===== config.mk =====
export PLATFORM = sky130hd
export DESIGN_NAME = instr_pair_queue
export DESIGN_NICKNAME = d
export VERILOG_FILES = /design/src/rtl/instr_pair_queue.sv
export SDC_FILE = /design/constraint.sdc
export NUM_CORES = 1
export LEC_CHECK = 0
export BUFFER_PORTS_ARGS = -buffer_cell sky130_fd_sc_hd__buf_2
export CAP_MARGIN = 20
export CELL_PAD_IN_SITES_DETAIL_PLACEMENT = 1
export CELL_PAD_IN_SITES_GLOBAL_PLACEMENT = 2
export CORE_ASPECT_RATIO = 0.5
export CORE_UTILIZATION = 43
export CTS_CLUSTER_SIZE = 25
export DETAILED_ROUTE_END_ITERATION = 10
export GPL_TIMING_DRIVEN = 0
export PLACE_DENSITY = 0.81
export SLEW_MARGIN = 25
export SYNTH_ARGS = -nofsm -noshare
export SYNTH_HDL_FRONTEND = slang
export SYNTH_SLANG_ARGS = --single-unit

===== constraint.sdc =====
create_clock -name clk -period 6.3 [get_ports clk]
set_input_delay 0.315 -clock clk [delete_from_list [all_inputs] [get_ports clk]]
set_output_delay 0.315 -clock clk [all_outputs]
set_load 0.005 [all_outputs]

===== src/rtl/instr_pair_queue.sv =====
`default_nettype none
// ============================================================================
// Module   : instr_pair_queue
// Brief    : Dual-lane fetch->decode instruction pair FIFO with flush.
//            Optional push->pop bypass when INSTR_PAIR_QUEUE_BYPASS_EN is defined.
// Revision : 1.0 - initial release
// ============================================================================
module instr_pair_queue #(
    parameter int DATA_WIDTH = 32,
    parameter int DEPTH      = 4
) (
    input  logic                    clk,
    input  logic                    rst,
    input  logic                    flush,
    input  logic                    push_valid,
    output logic                    push_ready,
    input  logic [DATA_WIDTH-1:0]   push_pc,
    input  logic [DATA_WIDTH-1:0]   push_instrA,
    input  logic [DATA_WIDTH-1:0]   push_instrB,
    input  logic                    push_b_valid,
    output logic                    pop_valid,
    input  logic                    pop_ready,
    output logic [DATA_WIDTH-1:0]   pop_pc,
    output logic [DATA_WIDTH-1:0]   pop_instrA,
    output logic [DATA_WIDTH-1:0]   pop_instrB,
    output logic                    pop_b_valid,
    output logic [$clog2(DEPTH):0]  count
);

    localparam int AW = $clog2(DEPTH);
    localparam int CW = AW + 1;
    localparam logic [DATA_WIDTH-1:0] C_NOP  = DATA_WIDTH'(32'h0000_0013);
    localparam logic [CW-1:0]         C_FULL = CW'(DEPTH);

    logic [DATA_WIDTH-1:0] pc_mem_q [DEPTH];
    logic [DATA_WIDTH-1:0] ia_mem_q [DEPTH];
    logic [DATA_WIDTH-1:0] ib_mem_q [DEPTH];
    logic                  bv_mem_q [DEPTH];

    logic [AW-1:0] wr_ptr_q, wr_ptr_d;
    logic [AW-1:0] rd_ptr_q, rd_ptr_d;
    logic [CW-1:0] count_q,  count_d;

    logic w_not_empty;
    logic w_bypass;
    logic w_push;
    logic w_pop;
    logic w_wr_en;
    logic w_rd_en;

    // Full-state comparison only: a pop never opens a slot in the same cycle.
    assign push_ready  = rst && !flush && (count_q < C_FULL);
    assign w_not_empty = rst && (count_q != '0);

`ifdef INSTR_PAIR_QUEUE_BYPASS_EN
    assign w_bypass = rst && !flush && (count_q == '0) && push_valid;
`else
    assign w_bypass = 1'b0;
`endif

    assign pop_valid = w_not_empty || w_bypass;
    assign w_push    = push_valid && push_ready;
    assign w_pop     = pop_valid && pop_ready;
    // A bypassed pair that decode takes immediately is never written.
    assign w_wr_en   = w_push && !(w_bypass && pop_ready);
    assign w_rd_en   = w_pop && !w_bypass;
    assign count     = count_q;

    always_comb begin
        pop_pc      = '0;
        pop_instrA  = C_NOP;
        pop_instrB  = C_NOP;
        pop_b_valid = 1'b0;
        if (w_not_empty) begin
            pop_pc      = pc_mem_q[rd_ptr_q];
            pop_instrA  = ia_mem_q[rd_ptr_q];
            pop_b_valid = bv_mem_q[rd_ptr_q];
            pop_instrB  = bv_mem_q[rd_ptr_q] ? ib_mem_q[rd_ptr_q] : C_NOP;
        end else if (w_bypass) begin
            pop_pc      = push_pc;
            pop_instrA  = push_instrA;
            pop_b_valid = push_b_valid;
            pop_instrB  = push_b_valid ? push_instrB : C_NOP;
        end
    end

    always_comb begin
        wr_ptr_d = wr_ptr_q;
        rd_ptr_d = rd_ptr_q;
        count_d  = count_q;
        if (w_wr_en) begin
            wr_ptr_d = wr_ptr_q + AW'(1);
        end
        if (w_rd_en) begin
            rd_ptr_d = rd_ptr_q + AW'(1);
        end
        count_d = count_q + CW'(w_wr_en) - CW'(w_rd_en);
    end

    always_ff @(posedge clk) begin
        if (!rst || flush) begin
            wr_ptr_q <= '0;
            rd_ptr_q <= '0;
            count_q  <= '0;
        end else begin
            wr_ptr_q <= wr_ptr_d;
            rd_ptr_q <= rd_ptr_d;
            count_q  <= count_d;
        end
    end

    // Payload storage carries no reset; validity lives entirely in count_q.
    always_ff @(posedge clk) begin
        if (rst && !flush && w_wr_en) begin
            pc_mem_q[wr_ptr_q] <= push_pc;
            ia_mem_q[wr_ptr_q] <= push_instrA;
            ib_mem_q[wr_ptr_q] <= push_instrB;
            bv_mem_q[wr_ptr_q] <= push_b_valid;
        end
    end

`ifndef SYNTHESIS
    always_ff @(posedge clk) begin
        if (rst && !flush) begin
            assert (count_q <= C_FULL)
                else $error("instr_pair_queue: count above DEPTH");
            assert (!(w_rd_en && count_q == '0))
                else $error("instr_pair_queue: pop from empty queue");
            assert (!(w_wr_en && count_q == C_FULL))
                else $error("instr_pair_queue: push into full queue");
        end
    end
`endif

endmodule
`default_nettype wire


**Word-level counts from Yosys, hierarchy flattened**

Memories as Yosys holds them, arrays and structs flattened. A register that Yosys moved wholly into a read port is not among the register bits.
Cells that the tools add are included.

- Bits in registers: 7
- Latch bits: 0
- RAM bits: 388
- Bits in read-only memories: 0
- Input port bits: 102
- Output and inout port bits: 102
- Logic and storage cells: 37
- Memories: 4

Memory list:

| name | depth | bits a word | read ports | clocked after Yosys merged registers in | wr ports | RTL line | source |
|---|---|---|---|---|---|---|---|
| ia_mem_q | 4 | 32 | 1 | 1 | 1 | 36 | `logic [DATA_WIDTH-1:0] ia_mem_q [DEPTH];` |
| ib_mem_q | 4 | 32 | 1 | 1 | 1 | 37 | `logic [DATA_WIDTH-1:0] ib_mem_q [DEPTH];` |
| pc_mem_q | 4 | 32 | 1 | 1 | 1 | 35 | `logic [DATA_WIDTH-1:0] pc_mem_q [DEPTH];` |
| bv_mem_q | 4 | 1 | 1 | 1 | 1 | 38 | `logic bv_mem_q [DEPTH];` |

- $add $sub $neg: 4
- Multiply operators: 0
- Div/mod/pow operators: 0
- $lt $le $gt $ge: 1
- Equality and inequality tests: 0
- Shift operators: 0
- Mux-type cells: 15
- Bitwise operators: 0
- Reduce and logical (&&, ||, !) cells: 10

Operators with widths:

| cell | number |
|---|---|
| $mux W32 | 4 |
| $mux W2 | 8 |
| $logic_and A1 B1 Y1 | 6 |
| $add A2 B1 Y2 const B | 2 |
| $add A3 B1 Y3 | 1 |
| $lt A3 B3 Y1 const B | 1 |
| $mux W1 | 3 |
| $reduce_bool A3 Y1 | 1 |
| $sub A3 B1 Y3 | 1 |
| $logic_not A1 Y1 | 2 |
| $logic_or A1 B1 Y1 | 1 |

**Longest topological paths before layout**

Gate-level depths: netlist of the first run.

- Depth in word-level cells: 7
- Mapped depth: 10
- Gate-level depth less buffers: 9

**Least setup slack after synthesis of the first run**

No wires, ideal clock.

- Path type: reg2reg
- Start: register count_q[2] (netlist: count[2])
- End: memory bv_mem_q[0], enable pin
- Library setup time: 0.467 ns
- Arrival time: 3.131 ns
- Data required time: 5.833 ns
- Path slack: 2.702 ns
- Cell stages (with the launch flop): 4
- Buffers on the path: 1
- Clock period less this slack: 3.598 ns
- Path through: dfxtp_1 nor4bb_1 clkbuf_1 and2_1

- Word-level cells in the longest chain between the ends: 6

Ends and longest elaborated chain:

| element | RTL line | source |
|---|---|---|
| start: declaration | 42 | `logic [CW-1:0] count_q, count_d;` |
| start signal: assignment | 108 | `count_q <= count_d;` |
| $lt A3 B3 Y1 | 52 | `assign push_ready = rst && !flush && (count_q < C_FULL);` |
| $logic_and A1 B1 Y1 | 52 |  |
| $logic_and A1 B1 Y1 | 62 | `assign w_push = push_valid && push_ready;` |
| $logic_and A1 B1 Y1 | 114 | `if (rst && !flush && w_wr_en) begin` |
| $mux W1 | 114 |  |
| $mux W1 (implied by the code) | 118 | `bv_mem_q[wr_ptr_q] <= push_b_valid;` |
| end: declaration | 38 |  |

Every way passes these cells.

**Worst setup path in the final report of the first run**

- Start: register count_q[1] (netlist: count[1])
- End: output port pop_pc[5]

- Word-level cells in the longest chain between the ends: 3

Ends and longest elaborated chain:

| element | RTL line | source |
|---|---|---|
| $reduce_bool A3 Y1 | 53 | `assign w_not_empty = rst && (count_q != '0);` |
| $logic_and A1 B1 Y1 | 53 |  |
| $mux W32 | 74 | `if (w_not_empty) begin` |
| end: declaration | 23 | `output logic [DATA_WIDTH-1:0] pop_pc,` |

Every way passes these cells.

==> results.md, run 1 <==
| Stage | Parameter | Value |
| --- | --- | --- |
| timing | Aggregate negative setup slack | 0 ns |
| timing | Fraction of the cycle the final worst path needs | 48.34% |
| grt | Met2 Track Usage GR | 33.20% |
| final layout | Final antenna diode count | 0 |
| floorplanning | Number of top-level design ports | 204 |
| worst hold path | Hold EP | pc_mem_q[3][6] |
| final layout | Ratio of cells with drive above 1 in the final layout | 36.25% |
| worst hold path | Cell count of the worst hold path | 1 |
| final layout | Number of fill cells | 3105 |
| setup path | WP data arrival | 2.73 ns |
| floorplanning | Die outline height | 134.7 µm |
| timing | Slew at the pin with the worst max-slew slack | 0.7283 ns |
| final layout | Layout-stage area growth over the synthesis result | 25.40% |
| detailed routing | Detail-routed via count per cell | 5.084 |
| setup path | FF-to-FF End | count[2] |
| grt | Number of global-route vias before repair | 8652 |
| yosys | Share of the synthesized area in the top cell type | 77.00% |
| setup path | Critical Path Fanout Max | 10 |
| floorplanning | Initial Util | 43.82% |
| place | Buffers added on ports | 203 |
| pwr | Part of the total power dissipated in combinational logic | 3.5% |
| floorplanning | Die X-Extent | 267.3 µm |
| grt | M3 GR Usage | 3.319% |
| setup path | Most frequent cell on the critical path | clkbuf_1 |
| setup path | Worst reg2reg path startpoint | count[2] |
| timing | Final min period | 3.045 ns |
| setup path | Data required time at the worst endpoint | 5.98 ns |
| yosys | Top cells by area, synth | edfxtp_1 (77%), mux4_2 (14%), and2_1 (2.8%) |
| worst hold path | Worst hold-check path type | input port to register |
| setup path | Register-to-Register Path Depth | 10 |
| yosys | Cell Area, Synth | 15130 µm² |
| cts | Insertion delay to the later sink of the worst-skew pair | 0.53 ns |
| yosys | Post-synth net total | 778 |
| floorplanning | Standard-cell rows | 48 |
| worst hold path | Min-delay src | push_pc[6] |
| timing | Count of final setup violators | 0 |
| grt | Met1 Track Usage GR | 23.37% |
| pwr | Cell leakage power | 0.006659 µW |
| floorplanning | Core outline area | 34530 µm² |
| floorplanning | Die area | 35990 µm² |
| yosys | Flip-flop and latch count after synthesis | 397 |
| place | Final RePlAce weighted congestion | 0.6759 |
| grt | Global-route wire length before repair | 49890 µm |
| final layout | Commonest non-fill, non-tap cells in the layout | edfxtp_1 (388), buf_2 (214), mux4_2 (97) |
| timing | Count of final hold-check violations | 0 |
| cts | Clock Path Buffers | 3 |
| setup path | Kind of launch point of the worst setup path | register |
| cts | Total number of clock tree sinks | 397 |
| detailed routing | Number of nets with antenna violations after detailed routing | 0 |
| grt | Maximum number of pins on one net before global-route repair | 41 |
| setup path | Slack of the worst reg-to-reg path | 3.83 ns |
| detailed routing | Pre-antenna DRT Iters | 4 |
| detailed routing | First-iteration detailed-routing DRC count | 510 |
| cts | Number of levels the H-tree was split into | 2 |
| detailed routing | Post-Route WL | 33040 µm |
| yosys | Library cell with the largest summed area after synthesis | edfxtp_1 |
| final layout | Nets | 1123 |
| detailed routing | Via count | 7703 |
| setup path | Highest-delay cell along the critical path | clkbuf_1 |
| grt | Layer with the highest usage after global routing | met2 |
| cts | Clock slew at reported path FFs | 0.07 ns |
| final layout | Most frequent standard cell in the layout excluding fill and tap cells | edfxtp_1 |
| setup path | CP cell instances | o31ai_1 > inv_1 > clkbuf_1 > clkbuf_1 > and2_1 > buf_2 |
| run status | Result of the run | finished, final reports clean |
| detailed routing | Number of design rule violations left after detail routing | 0 |
| pwr | Power share of the clock group | 40.3% |
| cts | Clock tree from TritonCTS | yes |
| yosys | Number of warnings printed during yosys synthesis | 0 |
| pwr | Switching Share | 19.60% |
| grt | All-layer global routing usage | 18.60% |
| place | Half-perimeter wire length after detailed placement | 20620 µm |
| yosys | Count of unique library cells instantiated by Yosys | 27 |
| pwr | Cell-internal power | 4188 µW |
| pwr | Pwr Density | 274.5 nW/µm² |
| yosys | Cells after synthesis | 669 |
| cts | Num CTS Buffers | 37 |
| grt | Number of antenna violations at the first check in global routing | 0 |
| pwr | Net Sw Power | 1021 µW |
| detailed routing | Detail-routed net length per standard cell | 21.81 µm |
| job | # Max-Cap Violations | 0 |
| yosys | Part of the Yosys area used for sequential elements | 78.19% |
| timing | Maximum operating frequency | 328.4 MHz |
| timing | Slew Viols, Final | 0 |
| setup path | Kind of capture point of the worst setup path | output pin |
| pwr | IR Drop Worst-Case VDD | 0.1489 mV |
| timing | Hold slack | 0.02111 ns |
| cts | Buffer type at the clock tree root | clkbuf_16 |
| timing | Final worst clock skew | 0.01500 ns |
| setup path | Critical path class | register to output pin |
| pwr | Fraction of power consumed by sequential logic | 56.2% |
| grt | GR Overflow Total | 0 |
| setup path | Largest incremental delay on the critical path | 0.57 ns |
| timing | Worst slew margin | 51.44% |
| yosys | Post-Syn Area per Cell | 22.62 µm² |
| timing | Unrepaired setup endpoints after global routing | false |
[kinds of logic after synthesis]
family | after synthesis | synth area share (%)
AND/OR/NAND/NOR | 114 | 4.606
multiplexers | 97 | 14.44
adder cells (fa/ha/maj) | 7 | 0.6284
XOR/XNOR | 4 | 0.2316
buffers and inverters | 45 | 1.687
flip-flops | 397 | 78.19
AO/OA/AOI/OAI | 5 | 0.2232
[synth_stat cells]
cell / instances
nor2_1: 5
a21oi_1: 1
xnor2_1: 3
and3_1: 29
buf_6: 1
and2_1: 67
clkbuf_1: 18
buf_2: 11
or2_1: 3
buf_8: 4
buf_12: 1
dfxtp_1: 9
nand2b_1: 4
fa_1: 1
mux4_2: 97
edfxtp_1: 388
inv_1: 9
o21ai_0: 1
nor2b_1: 1
ha_1: 6
nand2_1: 3
xor2_1: 1
or3_1: 1
nor4bb_1: 1
o311ai_0: 1
buf_4: 1
o31ai_1: 2
[layer usage]
metal	vias to the layer above	routed length, µm	share of wire (%)
li1	3428	-	-
met1	4052	13590	41
met2	161	17530	53
met3	62	1161	3.5
met4	0	761	2.3
met5	-	0	0
[worst max-delay path by stage]
stage / startpoint / endpoint / slack (ns) / cells after the start
4_1_cts: count[2] / pop_instrA[13] / 3.13 / 6
3_3_place_gp: flush / ia_mem_q[3][3] / 0.63 / 4
3_5_place_dp: flush / count[2] / 3.75 / 11
6_report: count[1] / pop_pc[5] / 3.25 / 6
5_1_grt: count[2] / pop_instrA[13] / 3.01 / 6
2_1_floorplan: count[2] / bv_mem_q[0] / 2.70 / 3
[worst max-delay path, delay by kind of cell, from the launching register on]
family | cells | cell delay (ns)
and+or+nand+nor | 1 | 0.25
AOI/OAI and AO/OA | 1 | 0.16
buffers and inverters | 4 | 1.36
DFF | 1 | 0.42
[power by group through the flow]
stage          Sequential [µW]  Combinational, µW  Clock (µW)
2_1_floorplan             2990               49.2           0
6_report                  2930                182        2100
4_1_cts                   2930                184        2150
3_3_place_gp              2990                121           0
5_1_grt                   2930                198        2230
3_5_place_dp              2990                134           0
[stage by stage]
| stage | utilization [%] | power [µW] | cell area (µm²) | worst slack [ns] | std cells |
|---|---|---|---|---|---|
| 3_5_place_dp | 48.97 | 3119 | 16910 | 3.748 | 1355 |
| 3_3_place_gp | 48.48 | 3109 | 16740 | 0.6266 | 1347 |
| 6_report | 54.95 | 5209 | 18980 | 3.255 | 1515 |
| 4_1_cts | 54.92 | 5264 | 18970 | 3.130 | 1514 |
| 2_1_floorplan | - | 3036 | 15130 | 2.702 | 669 |
| 5_1_grt | 54.95 | 5360 | 18980 | 3.010 | 1515 |
[sequential cells by signal, indices dropped and copies added, names as in the netlist, named ones only]
name and cells:
wr_ptr_q 2, count 3, ia_mem_q 128, rd_ptr_q 2, pc_mem_q 128, bv_mem_q 4
ib_mem_q 128
[cell type report]
type                       count  area (µm²)  area share [%]
sequential                   397       11830           62.35
multi-input combinational    227        3055           16.10
timing repair buffer         306        2127           11.21
clock buffer                  46        1002           5.282
tap                          475       594.3           3.132
buffer                        36       221.5           1.167
clock inverter                19       110.1          0.5802
inverter                       9       33.78          0.1780
[what timing repair did]
action / 4_1_cts / 5_1_grt
hold endpoints to repair: 375 / 1
buffers inserted: 0 / 0
hold buffers: 94 / 1
gates resized for setup: 0 / 0
Note: power is estimated with default switching activity, not from simulation.
==> inputs of run 2 (changes only) <==
- CORE_UTILIZATION: 43 -> 40
- PLACE_DENSITY: 0.81 -> 0.79
- clock period: 6.3 -> 2.6 ns (I/O delays scaled with it)
==> results.md, run 2 (same netlist as run 1, synthesis figures left out) <==
| Stage | Parameter | Value |
| --- | --- | --- |
| grt | Maximum number of pins on one net before global-route repair | 39 |
| setup path | Data required time at the worst endpoint | 2.47 ns |
| timing | Unrepaired setup endpoints after global routing | false |
| final layout | Nets | 1127 |
| pwr | Power share of the clock group | 41.3% |
| final layout | Commonest non-fill, non-tap cells in the layout | edfxtp_1 (388), buf_2 (211), dlygate4sd3_1 (99) |
| timing | Count of final hold-check violations | 0 |
| timing | Maximum operating frequency | 407.4 MHz |
| floorplanning | Die X-Extent | 277.1 µm |
| pwr | Cell leakage power | 0.006766 µW |
| floorplanning | Number of top-level design ports | 204 |
| timing | Final min period | 2.455 ns |
| job | # Max-Cap Violations | 0 |
| cts | Number of levels the H-tree was split into | 2 |
| pwr | Net Sw Power | 2513 µW |
| cts | Clock Path Buffers | 3 |
| detailed routing | Pre-antenna DRT Iters | 4 |
| cts | Insertion delay to the later sink of the worst-skew pair | 0.52 ns |
| place | Number of cells after detailed placement | 1364 |
| timing | Final worst clock skew | 0.007010 ns |
| setup path | CP cell instances | buf_2 > clkbuf_1 > mux4_2 > and2_1 > buf_2 |
| pwr | Fraction of power consumed by sequential logic | 55.1% |
| detailed routing | First-iteration detailed-routing DRC count | 504 |
| final layout | Share of the core filled with cells | 52.39% |
| cts | Setup Buffers After CTS | 0 |
| final layout | Ratio of cells with drive above 1 in the final layout | 37.55% |
| final layout | Layout-stage area growth over the synthesis result | 26.72% |
| grt | Global-route wire length before repair | 52940 µm |
| grt | Number of global-route vias before repair | 8924 |
| run status | Result of the run | finished, final reports clean |
| setup path | Highest-delay cell along the critical path | clkbuf_1 |
| grt | Number of antenna violations at the first check in global routing | 1 |
| floorplanning | Core outline area | 36600 µm² |
| timing | Aggregate negative setup slack | 0 ns |
| setup path | Slack of the worst reg-to-reg path | 0.17 ns |
| pwr | Cell-internal power | 10360 µW |
| detailed routing | Post-Route WL | 34120 µm |
| pwr | Part of the total power dissipated in combinational logic | 3.5% |
| place | Post-placement cell area | 16980 µm² |
| floorplanning | Initial Util | 41.34% |
| detailed routing | Detail-routed via count per cell | 5.091 |
| setup path | WP data arrival | 2.32 ns |
| cts | Total number of clock tree sinks | 397 |
| setup path | Critical Path Fanout Max | 10 |
| floorplanning | Die outline height | 139.5 µm |
| final layout | Cell area after layout | 19170 µm² |
| worst hold path | Worst hold-check path type | input port to register |
| timing | Fraction of the cycle the final worst path needs | 94.42% |
| setup path | Kind of launch point of the worst setup path | register |
| timing | Slew at the pin with the worst max-slew slack | 0.6747 ns |
| place | Final RePlAce weighted congestion | 0.7373 |
| pwr | Pwr Density | 671.3 nW/µm² |
| cts | Clock tree from TritonCTS | yes |
| final layout | Most frequent standard cell in the layout excluding fill and tap cells | edfxtp_1 |
| detailed routing | Number of design rule violations left after detail routing | 0 |
| detailed routing | Detail-routed net length per standard cell | 22.31 µm |
| cts | Buffer type at the clock tree root | clkbuf_16 |
| final layout | Post-route non-filler standard cell count | 1529 |
| floorplanning | Standard-cell rows | 49 |
| timing | Slew Viols, Final | 0 |
| final layout | Biggest regs | ia_mem_q: 128 flops, ib_mem_q: 128 flops, pc_mem_q: 128 flops |
| setup path | Largest incremental delay on the critical path | 0.55 ns |
| cts | Clock slew at reported path FFs | 0.06 ns |
| grt | All-layer global routing usage | 18.08% |
| detailed routing | Via count | 7784 |
| detailed routing | Number of nets with antenna violations after detailed routing | 0 |
| setup path | Most frequent cell on the critical path | buf_2 |
| pwr | Switching Share | 19.52% |
| floorplanning | Die area | 38660 µm² |
| place | Half-perimeter wire length after detailed placement | 21290 µm |
| timing | Count of final setup violators | 0 |
| setup path | Critical path class | register to output pin |
| place | Buffers added on ports | 203 |
| setup path | Kind of capture point of the worst setup path | output pin |
| grt | GR Overflow Total | 0 |
| pwr | IR Drop Worst-Case VDD | 0.3621 mV |
| timing | Worst slew margin | 55.02% |
| cts | Num CTS Buffers | 37 |
## run 2: power by group through the flow
stage | sequential [µW] | clock (µW) | combinational (µW)
final | 7100 | 5320 | 457
after global routing | 7100 | 5660 | 495
after CTS | 7090 | 5460 | 458
after detailed placement | 7230 | 0 | 329
after global placement | 7230 | 0 | 296
after floorplan | 7230 | 0 | 119
## run 2: per-stage QoR
stage                     worst slack [ns]  hold slack, ns  total power [µW]
after global placement              -1.082          0.3399              7530
after floorplan                    0.07006          0.2289              7352
after CTS                          0.01550         0.02278             13020
after global routing              0.008516         0.06267             13260
after detailed placement           0.05371          0.3458              7563
final                               0.1452         0.05577             12870
## run 2: repair_timing
item | CTS | global route
hold endpoints to repair | 392 | 0
setup endpoints to repair | 54 | 55
hold buffers | 99 | 0
resized for setup | 8 | 18
## run 2: per-layer routing
metal / GRT usage [%] / routed length, µm / vias up
met5: 0 / 0 / -
met4: 4.620 / 704 / 0
met3: 3.610 / 1322 / 53
met2: 33.28 / 18560 / 157
met1: 21.78 / 13530 / 4122
li1: - / - / 3452
## run 2: cell type report
| class | instances | area, µm² |
|---|---|---|
| clock inverters | 19 | 165.2 |
| plain buffers | 36 | 246.5 |
| fillers | 3324 | 17430 |
| inverters | 9 | 33.78 |
| repair buffers | 310 | 2227 |
| multi-input cells | 227 | 3060 |
| clock buffers | 46 | 1002 |
| diodes | 1 | 2.502 |
| well taps | 484 | 605.6 |
| flip-flops and latches | 397 | 11830 |
## run 2: final timing paths
| kind | startpoint | endpoint | cells past startpoint |
|---|---|---|---|
| hold reg to reg | rd_ptr_q[1] | register | 2 |
| hold / removal | rst | register | 4 |
| setup reg to reg | count[2] | count[2] | 10 |
| setup / recovery | register | pop_pc[1] | 5 |
## run 2: critical path, delay by kind of cell, from the launching register on
kind	cells	cell delay, ns
AND/OR/NAND/NOR	1	0.17
buffers and inverters	3	0.89
multiplexers	1	0.43
flip-flops	1	0.31
==> inputs of run 3 (changes only) <==
- BUFFER_PORTS_ARGS: -buffer_cell sky130_fd_sc_hd__buf_2 -> -buffer_cell sky130_fd_sc_hd__buf_4
==> results.md, run 3 (same netlist as run 1, synthesis figures left out) <==
| Stage | Parameter | Value |
| --- | --- | --- |
| run status | Result of the run | finished, final reports clean |
| final layout | Nets | 1126 |
| cts | Buffer type at the clock tree root | clkbuf_16 |
| worst hold path | Worst hold-check path type | input port to register |
| timing | Count of final setup violators | 0 |
| setup path | Crit path buffers/inverters | 3 |
| final layout | Most frequent standard cell in the layout excluding fill and tap cells | edfxtp_1 |
| place | Buffers added on ports | 203 |
| setup path | Largest incremental delay on the critical path | 0.56 ns |
| pwr | IR Drop Worst-Case VDD | 0.3041 mV |
| setup path | CP cell instances | buf_2 > clkbuf_1 > mux4_2 > and2_1 > buf_4 |
| place | Pre-CTS worst setup slack | 0.1160 ns |
| final layout | Layout-stage area growth over the synthesis result | 29.50% |
| detailed routing | Number of design rule violations left after detail routing | 0 |
| floorplanning | Core outline area | 36600 µm² |
| detailed routing | Detail-routed via count per cell | 5.039 |
| floorplanning | Standard-cell rows | 49 |
| final layout | Final antenna diode count | 0 |
| timing | Maximum operating frequency | 398.1 MHz |
| place | Final RePlAce weighted congestion | 0.7230 |
| timing | Final min period | 2.512 ns |
| detailed routing | Post-Route WL | 34070 µm |
| timing | Fin worst setup slack | 0.08806 ns |
| cts | Clock Path Buffers | 3 |
| detailed routing | Wire length on met3 | 1077 µm |
| cts | Num CTS Buffers | 37 |
| setup path | WP data arrival | 2.38 ns |
| detailed routing | Pre-antenna DRT Iters | 4 |
| timing | Worst slew margin | 54.79% |
| setup path | Highest-delay cell along the critical path | clkbuf_1 |
| grt | Global-route wire length before repair | 52100 µm |
| pwr | Pwr Density | 648.2 nW/µm² |
| timing | Slew Viols, Final | 0 |
| final layout | Number of fill cells | 3247 |
| cts | Clock slew at reported path FFs | 0.06 ns |
| grt | GR Overflow Total | 0 |
| timing | Aggregate negative setup slack | 0 ns |
| grt | Number of antenna violations at the first check in global routing | 0 |
| detailed routing | Highest metal layer used by the detailed router | met4 |
| final layout | Share of the core filled with cells | 53.54% |
| cts | Total number of clock tree sinks | 397 |
| setup path | Critical path class | register to output pin |
| final layout | Commonest non-fill, non-tap cells in the layout | edfxtp_1 (388), buf_4 (207), dlygate4sd3_1 (98) |
| place | Half-perimeter wire length after detailed placement | 21430 µm |
| detailed routing | First-iteration detailed-routing DRC count | 416 |
| setup path | Kind of launch point of the worst setup path | register |
| detailed routing | WL met2 | 18400 µm |
| detailed routing | Number of nets with antenna violations after detailed routing | 0 |
| timing | Count of final hold-check violations | 0 |
| grt | Maximum number of pins on one net before global-route repair | 40 |
| setup path | Data required time at the worst endpoint | 2.47 ns |
| floorplanning | Die X-Extent | 277.1 µm |
| job | # Max-Cap Violations | 0 |
| final layout | Biggest regs | ia_mem_q: 128 flops, ib_mem_q: 128 flops, pc_mem_q: 128 flops |
| timing | Hold slack | 0.02938 ns |
| setup path | Critical Path Fanout Max | 10 |
| timing | Fraction of the cycle the final worst path needs | 96.61% |
| setup path | Kind of capture point of the worst setup path | output pin |
| floorplanning | Initial Util | 41.34% |
| timing | Unrepaired setup endpoints after global routing | true |
| grt | Number of global-route vias before repair | 8670 |
| cts | Setup Buffers After CTS | 0 |
| pwr | Cell leakage power | 0.006791 µW |
| grt | All-layer global routing usage | 17.89% |
| timing | Slew at the pin with the worst max-slew slack | 0.6781 ns |
| floorplanning | Number of top-level design ports | 204 |
| final layout | Ratio of cells with drive above 1 in the final layout | 37.48% |
| cts | Clock tree from TritonCTS | yes |
| floorplanning | Die area | 38660 µm² |
| cts | Number of levels the H-tree was split into | 2 |
| setup path | Cell family with the largest share of critical-path delay | buffers and inverters |
| floorplanning | Die outline height | 139.5 µm |
| detailed routing | Detail-routed net length per standard cell | 22.38 µm |
| detailed routing | Sum of routed wire segments on met1 | 13790 µm |
| timing | Final worst clock skew | 0.01769 ns |
| detailed routing | Via count | 7669 |
| cts | Insertion delay to the later sink of the worst-skew pair | 0.52 ns |
run 3: changes by cell type in the layout (fill, tap and decap cells not counted), moves of 2 or more:
cell	change
clkbuf_4	+2
clkbuf_16	-2
clkinvlp_4	+2
buf_2	-205
clkbuf_1	+2
clkinv_2	-2
buf_4	+202
clkinv_1	-4
run 3: final cells by class:
type                    count  area [µm²]  share of cell area [%]
flip-flops and latches    397       11830                   60.38
clock buffers              45       955.9                   4.878
repair buffers            309        2718                   13.87
inverters                   9       33.78                  0.1724
clock inverters            15       136.4                  0.6960
multi-input cells         227        3069                   15.66
plain buffers              36       246.5                   1.258
well taps                 484       605.6                   3.090
run 3: final timing paths:
kind / start / endpoint / slack (ns) / depth (start not counted)
max: register / pop_pc[11] / 0.09 / 5
min: pop_ready / rd_ptr_q[1] / 0.03 / 4
max reg2reg: count[2] / count[2] / 0.22 / 10
min reg2reg: rd_ptr_q[1] / rd_ptr_q[1] / 0.52 / 2
run 3: routing by layer:
metal	global-route usage, %	up-vias
li1	-	3433
met1	21.73	4056
met2	33.02	127
met3	2.972	53
met4	4.971	0
met5	0	-
run 3: tightest hold or removal path, delay by kind of cell:
kind,cells,cell delay (ns)
AO/OA/AOI/OAI,1,0.08
AND/OR/NAND/NOR,2,0.17
buffers and inverters,1,0.12
run 3: timing repair:
action | 4_1_cts | 5_1_grt
hold buffers | 98 | 0
gates resized for setup | 9 | 14
endpoints found under the hold margin | 390 | 0
endpoints found under the setup margin | 56 | 70
cloned | 0 | 0
run 3: per-stage QoR:
stage	cells	total power, µW	instance area, µm²
global route	1522	13060	19600
detailed placement	1364	7619	17480
finish	1522	12700	19600
CTS	1522	12820	19580
global placement	1356	7586	17270
floorplan	669	7352	15140
run 3: power breakdown:
part | leakage, µW | switching [µW] | internal [µW] | total, µW
Sequential | 0.00358 | 15.5 | 7080 | 7100
Clock | 0.000533 | 2280 | 2820 | 5100
Combinational | 0.00268 | 213 | 297 | 511
Total | 0.00679 | 2500 | 10200 | 12700
